$ cat config.mk
export PLATFORM = sky130hd
export DESIGN_NAME = pipe_ctrl
export DESIGN_NICKNAME = d
export VERILOG_FILES = /design/src/rtl/pipe_ctrl_pkg.sv /design/src/rtl/pipe_ctrl_int_seq_fsm.sv /design/src/rtl/pipe_ctrl.sv
export SDC_FILE = /design/constraint.sdc
export NUM_CORES = 1
export LEC_CHECK = 0
export ABC_AREA = 1
export CAP_MARGIN = 20
export CORE_ASPECT_RATIO = 1.2
export CORE_MARGIN = 2
export CORE_UTILIZATION = 38
export CTS_CLUSTER_DIAMETER = 60
export CTS_CLUSTER_SIZE = 28
export DETAILED_ROUTE_END_ITERATION = 6
export GPL_TIMING_DRIVEN = 0
export PLACE_DENSITY_LB_ADDON = 0.08
export SLEW_MARGIN = 20
export SYNTH_ARGS = -nofsm -noshare
export SYNTH_HDL_FRONTEND = slang
export SYNTH_SLANG_ARGS = --single-unit
export TNS_END_PERCENT = 20
$ cat constraint.sdc
create_clock -name clk_i -period 1.25 [get_ports clk_i]
set_input_delay 0.1875 -clock clk_i [delete_from_list [all_inputs] [get_ports clk_i]]
set_output_delay 0.1875 -clock clk_i [all_outputs]
set_load 0.05 [all_outputs]
$ cat src/rtl/pipe_ctrl_pkg.sv
// Shared constants for the pipeline controller: stall bit positions, stall masks
// and the interrupt-entry FSM state encodings.
package pipe_ctrl_pkg;
    localparam int STALL_PC  = 0;
    localparam int STALL_IF  = 1;
    localparam int STALL_ID  = 2;
    localparam int STALL_EX  = 3;
    localparam int STALL_MEM = 4;
    localparam int STALL_WB  = 5;

    localparam logic STOP   = 1'b1;
    localparam logic NOSTOP = 1'b0;

    // Each mask freezes the requesting stage and everything upstream of it.
    localparam logic [5:0] MASK_IF  = 6'b000011;
    localparam logic [5:0] MASK_ID  = 6'b000111;
    localparam logic [5:0] MASK_EX  = 6'b001111;
    localparam logic [5:0] MASK_MEM = 6'b011111;

    localparam logic [1:0] ST_IDLE  = 2'b00;
    localparam logic [1:0] ST_DRAIN = 2'b01;
    localparam logic [1:0] ST_SAVE  = 2'b10;
    localparam logic [1:0] ST_FLUSH = 2'b11;
endpackage

$ cat src/rtl/pipe_ctrl_int_seq_fsm.sv
// Interrupt-entry sequencer: IDLE -> DRAIN -> SAVE -> FLUSH, holding the captured
// EPC, cause and trap vector for the duration of the sequence.
module int_seq_fsm
    import pipe_ctrl_pkg::*;
#(
    parameter int ADDR_WIDTH = 32
) (
    input  logic                  clk_i,
    input  logic                  rst_n_i,
    input  logic                  int_req_i,
    input  logic                  jump_req_i,
    input  logic                  stallreq_ex_i,
    input  logic                  stallreq_mem_i,
    input  logic [ADDR_WIDTH-1:0] jump_addr_i,
    input  logic [ADDR_WIDTH-1:0] int_cause_i,
    input  logic [ADDR_WIDTH-1:0] int_vector_i,
    input  logic [ADDR_WIDTH-1:0] id_inst_addr_i,
    output logic [1:0]            state_o,
    output logic [ADDR_WIDTH-1:0] vector_o,
    output logic                  epc_we_o,
    output logic [ADDR_WIDTH-1:0] epc_o,
    output logic [ADDR_WIDTH-1:0] cause_o,
    output logic                  flush_int_o
);
    logic [1:0]            state;
    logic [ADDR_WIDTH-1:0] epc_capt;
    logic [ADDR_WIDTH-1:0] cause_capt;
    logic [ADDR_WIDTH-1:0] vector_capt;

    always_ff @(posedge clk_i or negedge rst_n_i) begin
        if (!rst_n_i) begin
            state       <= ST_IDLE;
            epc_capt    <= '0;
            cause_capt  <= '0;
            vector_capt <= '0;
        end else begin
            case (state)
                ST_IDLE: begin
                    // A same-cycle jump is served first; the request is taken next cycle.
                    if (int_req_i && !jump_req_i) begin
                        state       <= ST_DRAIN;
                        cause_capt  <= int_cause_i;
                        vector_capt <= int_vector_i;
                    end
                end
                ST_DRAIN: begin
                    // A jump resolving while draining makes its target the resume point.
                    epc_capt <= jump_req_i ? jump_addr_i : id_inst_addr_i;
                    if (!stallreq_ex_i && !stallreq_mem_i)
                        state <= ST_SAVE;
                end
                ST_SAVE:  state <= ST_FLUSH;
                default:  state <= ST_IDLE;
            endcase
        end
    end

    // Outputs decode from state, so an async reset kills them immediately.
    assign state_o     = state;
    assign vector_o    = vector_capt;
    assign epc_we_o    = (state == ST_SAVE);
    assign epc_o       = (state == ST_SAVE) ? epc_capt : '0;
    assign cause_o     = (state == ST_SAVE) ? cause_capt : '0;
    assign flush_int_o = (state == ST_FLUSH);
endmodule

$ cat src/rtl/pipe_ctrl.sv
// Pipeline controller: merges stage stall requests, muxes jump/trap redirects and
// hosts the interrupt-entry sequencer.
module pipe_ctrl
    import pipe_ctrl_pkg::*;
#(
    parameter int ADDR_WIDTH  = 32,
    parameter int STALL_WIDTH = 6
) (
    input  logic                   clk_i,
    input  logic                   rst_n_i,
    input  logic                   stallreq_if_i,
    input  logic                   stallreq_id_i,
    input  logic                   stallreq_ex_i,
    input  logic                   stallreq_mem_i,
    input  logic                   jump_req_i,
    input  logic [ADDR_WIDTH-1:0]  jump_addr_i,
    input  logic                   int_req_i,
    input  logic [ADDR_WIDTH-1:0]  int_cause_i,
    input  logic [ADDR_WIDTH-1:0]  int_vector_i,
    input  logic [ADDR_WIDTH-1:0]  id_inst_addr_i,
    output logic [STALL_WIDTH-1:0] stall_o,
    output logic                   flush_jump_o,
    output logic                   flush_int_o,
    output logic                   redirect_o,
    output logic [ADDR_WIDTH-1:0]  redirect_addr_o,
    output logic                   epc_we_o,
    output logic [ADDR_WIDTH-1:0]  epc_o,
    output logic [ADDR_WIDTH-1:0]  cause_o,
    output logic                   int_busy_o
);
    logic [1:0]             state;
    logic [ADDR_WIDTH-1:0]  vector;
    logic [STALL_WIDTH-1:0] req_mask;

    int_seq_fsm #(.ADDR_WIDTH(ADDR_WIDTH)) u_int_seq (
        .clk_i          (clk_i),
        .rst_n_i        (rst_n_i),
        .int_req_i      (int_req_i),
        .jump_req_i     (jump_req_i),
        .stallreq_ex_i  (stallreq_ex_i),
        .stallreq_mem_i (stallreq_mem_i),
        .jump_addr_i    (jump_addr_i),
        .int_cause_i    (int_cause_i),
        .int_vector_i   (int_vector_i),
        .id_inst_addr_i (id_inst_addr_i),
        .state_o        (state),
        .vector_o       (vector),
        .epc_we_o       (epc_we_o),
        .epc_o          (epc_o),
        .cause_o        (cause_o),
        .flush_int_o    (flush_int_o)
    );

    always_comb begin
        if (stallreq_mem_i)     req_mask = MASK_MEM;
        else if (stallreq_ex_i) req_mask = MASK_EX;
        else if (stallreq_id_i) req_mask = MASK_ID;
        else if (stallreq_if_i) req_mask = MASK_IF;
        else                    req_mask = '0;
    end

    always_comb begin
        stall_o         = req_mask;
        flush_jump_o    = 1'b0;
        redirect_o      = 1'b0;
        redirect_addr_o = '0;
        case (state)
            ST_IDLE: begin
                // EX is frozen under a MEM stall, so the jump simply waits it out.
                flush_jump_o    = jump_req_i && !stallreq_mem_i;
                redirect_o      = jump_req_i && !stallreq_mem_i;
                redirect_addr_o = jump_addr_i;
            end
            ST_DRAIN: begin
                stall_o      = req_mask | MASK_ID;
                flush_jump_o = jump_req_i;
            end
            ST_SAVE:  stall_o = req_mask | MASK_ID;
            default: begin
                stall_o         = '0;
                redirect_o      = 1'b1;
                redirect_addr_o = vector;
            end
        endcase
        if (!rst_n_i) begin
            stall_o         = '0;
            flush_jump_o    = 1'b0;
            redirect_o      = 1'b0;
            redirect_addr_o = '0;
        end
    end

    assign int_busy_o = (state != ST_IDLE);
endmodule

# Word-level counts from Yosys, hierarchy flattened
# Index checks and enable logic that the tools add are counted.
# Widths: inputs -> output; s select.
[op_classes] bitwise=0 n_div=0 magnitude_cmp=0 n_mux=18 n_eq_ne=5 n_shift=0 addsub=0 n_mul=0 n_reduce_logical=11
[ops] cell="$mux 32" count=4
[ops] cell="$pmux 32 s2" count=1
[ops] cell="$mux 6" count=2
[ops] cell="$pmux 6 s2" count=1
[ops] cell="$mux 2" count=3
[ops] cell="$pmux 2 s3" count=1
[ops] cell="$eq 2x2->1 const B" count=2
[ops] cell="$mux 4" count=1
[ops] cell="$ne 2x1->1 const B" count=2
[ops] cell="$pmux 1 s2" count=2
[ops] cell="$reduce_and 2->1" count=2
[ops] cell="$logic_and 1x1->1" count=3
[ops] cell="$logic_not 1->1" count=3
[ops] cell="$mux 3" count=1
[ops] cell="$eq 2x1->1 const B" count=1
[ops] cell="$logic_not 2->1" count=1
[ops] cell="$mux 1" count=2
[ops] cell="$reduce_bool 2->1" count=1
[ops] cell="$reduce_or 2->1" count=1
[totals] latch_bits=0 output_inout_bits=107 rom_bits=0 mem_count=0 input_bits=136 ram_bits=0 register_bits=98

# Logic depth before layout (Yosys ltp)
[logic_depth] word_depth=6 depth_mapped=7

# Hierarchy
# Synthesis repeated with hierarchy kept, for this count alone.
[unflattened] hier_cells=743 hier_area_um2=6004.5
[modules_own_cells] mod="int_seq_fsm" n_inst=1 cells_each=601 area_each_um2=4934.7 seq_area_each_um2=2452.4
[modules_own_cells] mod="pipe_ctrl" n_inst=1 cells_each=142 area_each_um2=1069.8 seq_area_each_um2=0.0

# Worst setup path after synthesis
# No wires, ideal clock.
[synth_path] kind="flip-flop to output port" start="register u_int_seq.state[0] (netlist: u_int_seq.state_o[0])" end="output redirect_addr_o[10]" required_time_ns=1.062 setup_slack_ns=-1.208 stages_incl_launch_ff=6 path_buffers=2 t_arrival_ns=2.271 path_cell_list="dfrtp_1 -> ha_1 -> buf_2 -> clkbuf_1 -> nand2_1 -> a21oi_1"
[synth_via] elab_chain_len=4 elab_cells_between_ends=6 cone_classes="2 x eq/ne; 2 x mux; 2 x reduce/logical"
[synth_lines] item="start: declaration" line="pipe_ctrl_int_seq_fsm.sv:25" source="logic [1:0] state;"
[synth_lines] item="start signal: assignment" line="pipe_ctrl_int_seq_fsm.sv:32" source="state <= ST_IDLE;"
[synth_lines] item="start signal: assignment" line="pipe_ctrl_int_seq_fsm.sv:41" source="state <= ST_DRAIN;"
[synth_lines] item="start signal: assignment" line="pipe_ctrl_int_seq_fsm.sv:50" source="state <= ST_SAVE;"
[synth_lines] item="$eq 2x2->1 or $eq 2x1->1 (tied branches)" line="pipe_ctrl.sv:67" source="case (state)"
[synth_lines] item="$reduce_or 2->1 (no line)"
[synth_lines] item="$pmux 32 s2 *" line="pipe_ctrl.sv:67"
[synth_lines] item="$mux 32 *" line="pipe_ctrl.sv:85" source="if (!rst_n_i) begin"
[synth_lines] item="end: declaration" line="pipe_ctrl.sv:25" source="output logic [ADDR_WIDTH-1:0] redirect_addr_o,"
# Every way passes the cells marked *; elsewhere a longest branch is shown, timed or not.

# Final worst setup path
[layout_path] start="register u_int_seq.state[0] (netlist: u_int_seq.state_o[0])" end="output redirect_addr_o[20]"
# The elaborated chain is that of the path after synthesis.

==> summary.md <==
| Metric | Value |
|---|---|
| Outcome | `finished, violations left` |
| Violations in the final reports | `hold timing, setup timing` |
| RSZ-0062 raised after global routing | `true` |
| Root Driver | `clkbuf_16` |
| Total leakage power | `4.79 nW` |
| Length of the first detailed-routing pass in iterations | `4` |
| Number of placed cells counting well taps | `1142` |
| Min Clock Period, post-route | `2.08 ns` |
| Average cell area after synthesis | `7.15 um^2` |
| Top cells by area, synth | `dfrtp_1, nand2_1, inv_1` |
| Chip width | `111 um` |
| Count of routing violations after the opening detailed-route iteration | `256` |
| Gate family responsible for the most delay along the worst path | `buffers and inverters` |
| Highest clock frequency the design can meet | `481 MHz` |
| Count of input and output buffers | `240` |
| Critical path buffers and inverters | `5` |
| Power density relative to cell area | `2520 nW/um^2` |
| Maximum Capacitance Violations | `0` |
| Area overhead of the layout relative to synthesis | `79.8%` |
| Leftover overflow at the end of global routing | `0` |
| Max FO, Critical Path | `5` |
| Ordered list of cells on the worst path | `inv_2 > ha_4 > inv_4 > nor2_4 > buf_6 > buf_8 > nand2_2 > a21oi_4 > buf_6` |
| Global-route wire length before repair | `27900 um` |
| Maximum number of pins on one net before global-route repair | `47` |
| Number of clock buffers inserted by TritonCTS | `9` |
| Least-Margin Pin Slew | `0.575 ns` |
| Count of vias placed by the detailed router | `5520` |
| Remaining number of nets flagged by the antenna check after routing | `0` |
| Most frequent cells in the layout | `nand2_1, clkdlybuf4s50_1, inv_1, buf_6, dfrtp_1` |
| Crit path setup slack, layout | `-0.830 ns` |
| Reg2Reg Setup Slack | `-0.32 ns` |
| Normalized max-slew margin | `61.6%` |
| Synth top area share | `46.9%` |
| Worst-case hold slack | `-0.301 ns` |
| Kind of capture point of the worst setup path | `primary output` |
| CTS clk-pin slew, worst paths | `0.07 ns` |
| Number of remaining DRC errors | `0` |
| Wire length reported by the detailed router | `17300 um` |
| Cell occurring most often along the worst timing path | `buf_6` |
| Site Rows | `46` |
| Via count of the first global-routing pass | `5518` |
| Number of sinks on the clock net | `98` |
| Cell count along the critical path | `9` |
| Final number of setup-violating endpoints | `204` |
| Cell taking the most area after synthesis | `dfrtp_1` |
| Setup crit end | `redirect_addr_o[20]` |
| Maximum vdd ir drop | `1.63 mV` |
| Slowest library cell on the worst path | `dfrtp_2` |
| Met2 wire len | `8960 um` |
| H-Tree Level Count | `3` |
| Wire per inst | `14.7 um` |
| DR top layer | `met4` |
| Cells after Synth | `732` |
| Endpoint of the worst-slack reg-to-reg timing path | `u_int_seq.epc_capt[19]$_DFFE_PN0N_` |
| Critical path startpoint | `u_int_seq.state_o[0]$_DFFE_PN0P_` |
| Critical path class | `flip-flop to primary output` |
| Clock Latency Late Sink | `0.34 ns` |
| Total global-route track usage | `23.5%` |
| Boundary Pins | `243` |
| Count of inserted antenna diode cells | `0` |
| Final hold violation count | `71` |
| Fill cell count | `1138` |
| WL met1 | `6660 um` |
| Detail Placement HPWL | `12400 um` |
| Routed vias/inst | `4.70` |
| Proportion of synthesized chip area in sequential cells | `46.9%` |
| Starting Density | `39.2%` |
| Final period util | `166%` |
| Sum of negative setup slack | `-95.25 ns` |
| Number of nets produced by synthesis | `872` |
| Ratio of cells with drive above 1 in the final layout | `27.6%` |
| Flop and latch count out of synthesis | `98` |
| Fin cells | `1175` |
| Clk_skew | `0.00415 ns` |
| Number of antenna violations at the first check in global routing | `0` |
| Register-to-Register Path Depth | `6` |
| Die Outline Area | `14700 um^2` |
| Most common cell after layout, fill and taps aside | `nand2_1` |
| Net total in the final layout | `1143` |
| Kind of path behind the tightest hold check | `primary input to asynchronous set/reset pin` |
| Largest stage delay, worst path | `0.45 ns` |
| Die Ht | `133 um` |
| Core Area | `13400 um^2` |
| WP data required | `1.06 ns` |
| Worst setup SP type | `flip-flop` |
| Longest Clk Path Bufs | `2` |
| Number of slew-limit violations in the final report | `0` |
| Total standard cell area after synthesis | `5230 um^2` |
| Number of warning messages in the yosys log | `0` |
| Final estimated routing congestion in global placement | `0.828` |
| Data arrival time of the critical path | `1.89 ns` |
| Worst R2R Start | `u_int_seq.state_o[1]$_DFFE_PN0P_` |
| Routed length on met3 | `1210 um` |
| Number of distinct library cell variants in the gate-level netlist after synthesis | `21` |
| CTS tree | `built` |
==> cells by family (layout without fill, tap and decap cells) <==
kind of cell,after synthesis,after routing,synth area share [%]
adders and majority gates,4,4,0.957
and+or+nand+nor,314,314,23.0
other,1,1,0.0717
AOI/OAI and AO/OA,131,131,13.3
buffers and inverters,184,459,15.8
DFF,98,98,46.9
==> worst min-delay path by stage <==
stage	end	start	cells past startpoint	slack, ns
floorplan	u_int_seq.cause_capt[0]$_DFFE_PN0P_	rst_n_i	0	-0.11
global placement	u_int_seq.cause_capt[18]$_DFFE_PN0P_	u_int_seq.cause_capt[18]$_DFFE_PN0P_	2	0.47
detailed placement	u_int_seq.epc_capt[6]$_DFFE_PN0N_	rst_n_i	1	0.15
CTS	u_int_seq.epc_capt[6]$_DFFE_PN0N_	rst_n_i	1	-0.30
global route	u_int_seq.epc_capt[6]$_DFFE_PN0N_	rst_n_i	1	-0.29
finish	u_int_seq.epc_capt[6]$_DFFE_PN0N_	rst_n_i	1	-0.30
==> per-stage QoR <==
step / hold slack (ns) / setup WS (ns) / area, um^2 / power, mW / util [%]
after floorplan: -0.108 / -0.655 / 5630 / 14.2 / -
after global placement: 0.471 / -6.70 / 8250 / 18.0 / 61.8
after detailed placement: 0.149 / -1.84 / 8290 / 18.1 / 62.1
after CTS: -0.299 / -0.829 / 9110 / 23.0 / 68.3
after global routing: -0.293 / -0.896 / 9410 / 25.2 / 70.4
final: -0.301 / -0.830 / 9410 / 23.7 / 70.4
==> sequential cells by signal, summed over array words and instances (netlist names) <==
register              count
u_int_seq.state_o         2
u_int_seq.vector_o       32
u_int_seq.epc_capt       32
u_int_seq.cause_capt     32
==> cell usage after synthesis <==
cell / instances
nand2_1: 265
inv_1: 134
dfrtp_1: 98
o21ai_1: 64
nor2_1: 41
a21oi_1: 34
a31oi_1: 32
buf_2: 18
buf_6: 11
clkbuf_1: 10
buf_4: 8
nand3_1: 5
ha_1: 4
and2_1: 1
clkinv_1: 1
conb_1: 1
inv_2: 1
inv_4: 1
nand3_2: 1
nor2_4: 1
o21ai_0: 1
==> final cells by class <==
class,instances,area (um^2),share of cell area (%)
multi-input cells,450,2590,27.5
plain buffers,47,453,4.82
well taps,168,210,2.23
clock buffers,11,253,2.69
inverters,137,524,5.57
repair buffers,260,2820,30.0
clock inverters,4,98.8,1.05
flip-flops and latches,98,2450,26.1
==> power by group <==
part | switching [mW] | leakage (nW) | internal [mW]
sequential | 0.814 | 1.17 | 4.70
combinational | 9.04 | 3.44 | 5.92
clock | 1.21 | 0.172 | 2.06
==> routing by layer <==
layer	vias up	GRT usage, %
li1	2756	-
met2	181	42.5
met3	25	5.41
met4	0	8.44
met1	2558	27.3
met5	-	0
==> what timing repair did <==
action | CTS | global route
hold endpoints to repair | 71 | 44
endpoints found under the setup margin | 204 | 204
gates cloned | 4 | 1
buffers inserted | 5 | 8
pin swaps | 17 | 17
resized for setup | 802 | 66
(Power assumes the default switching activity.)
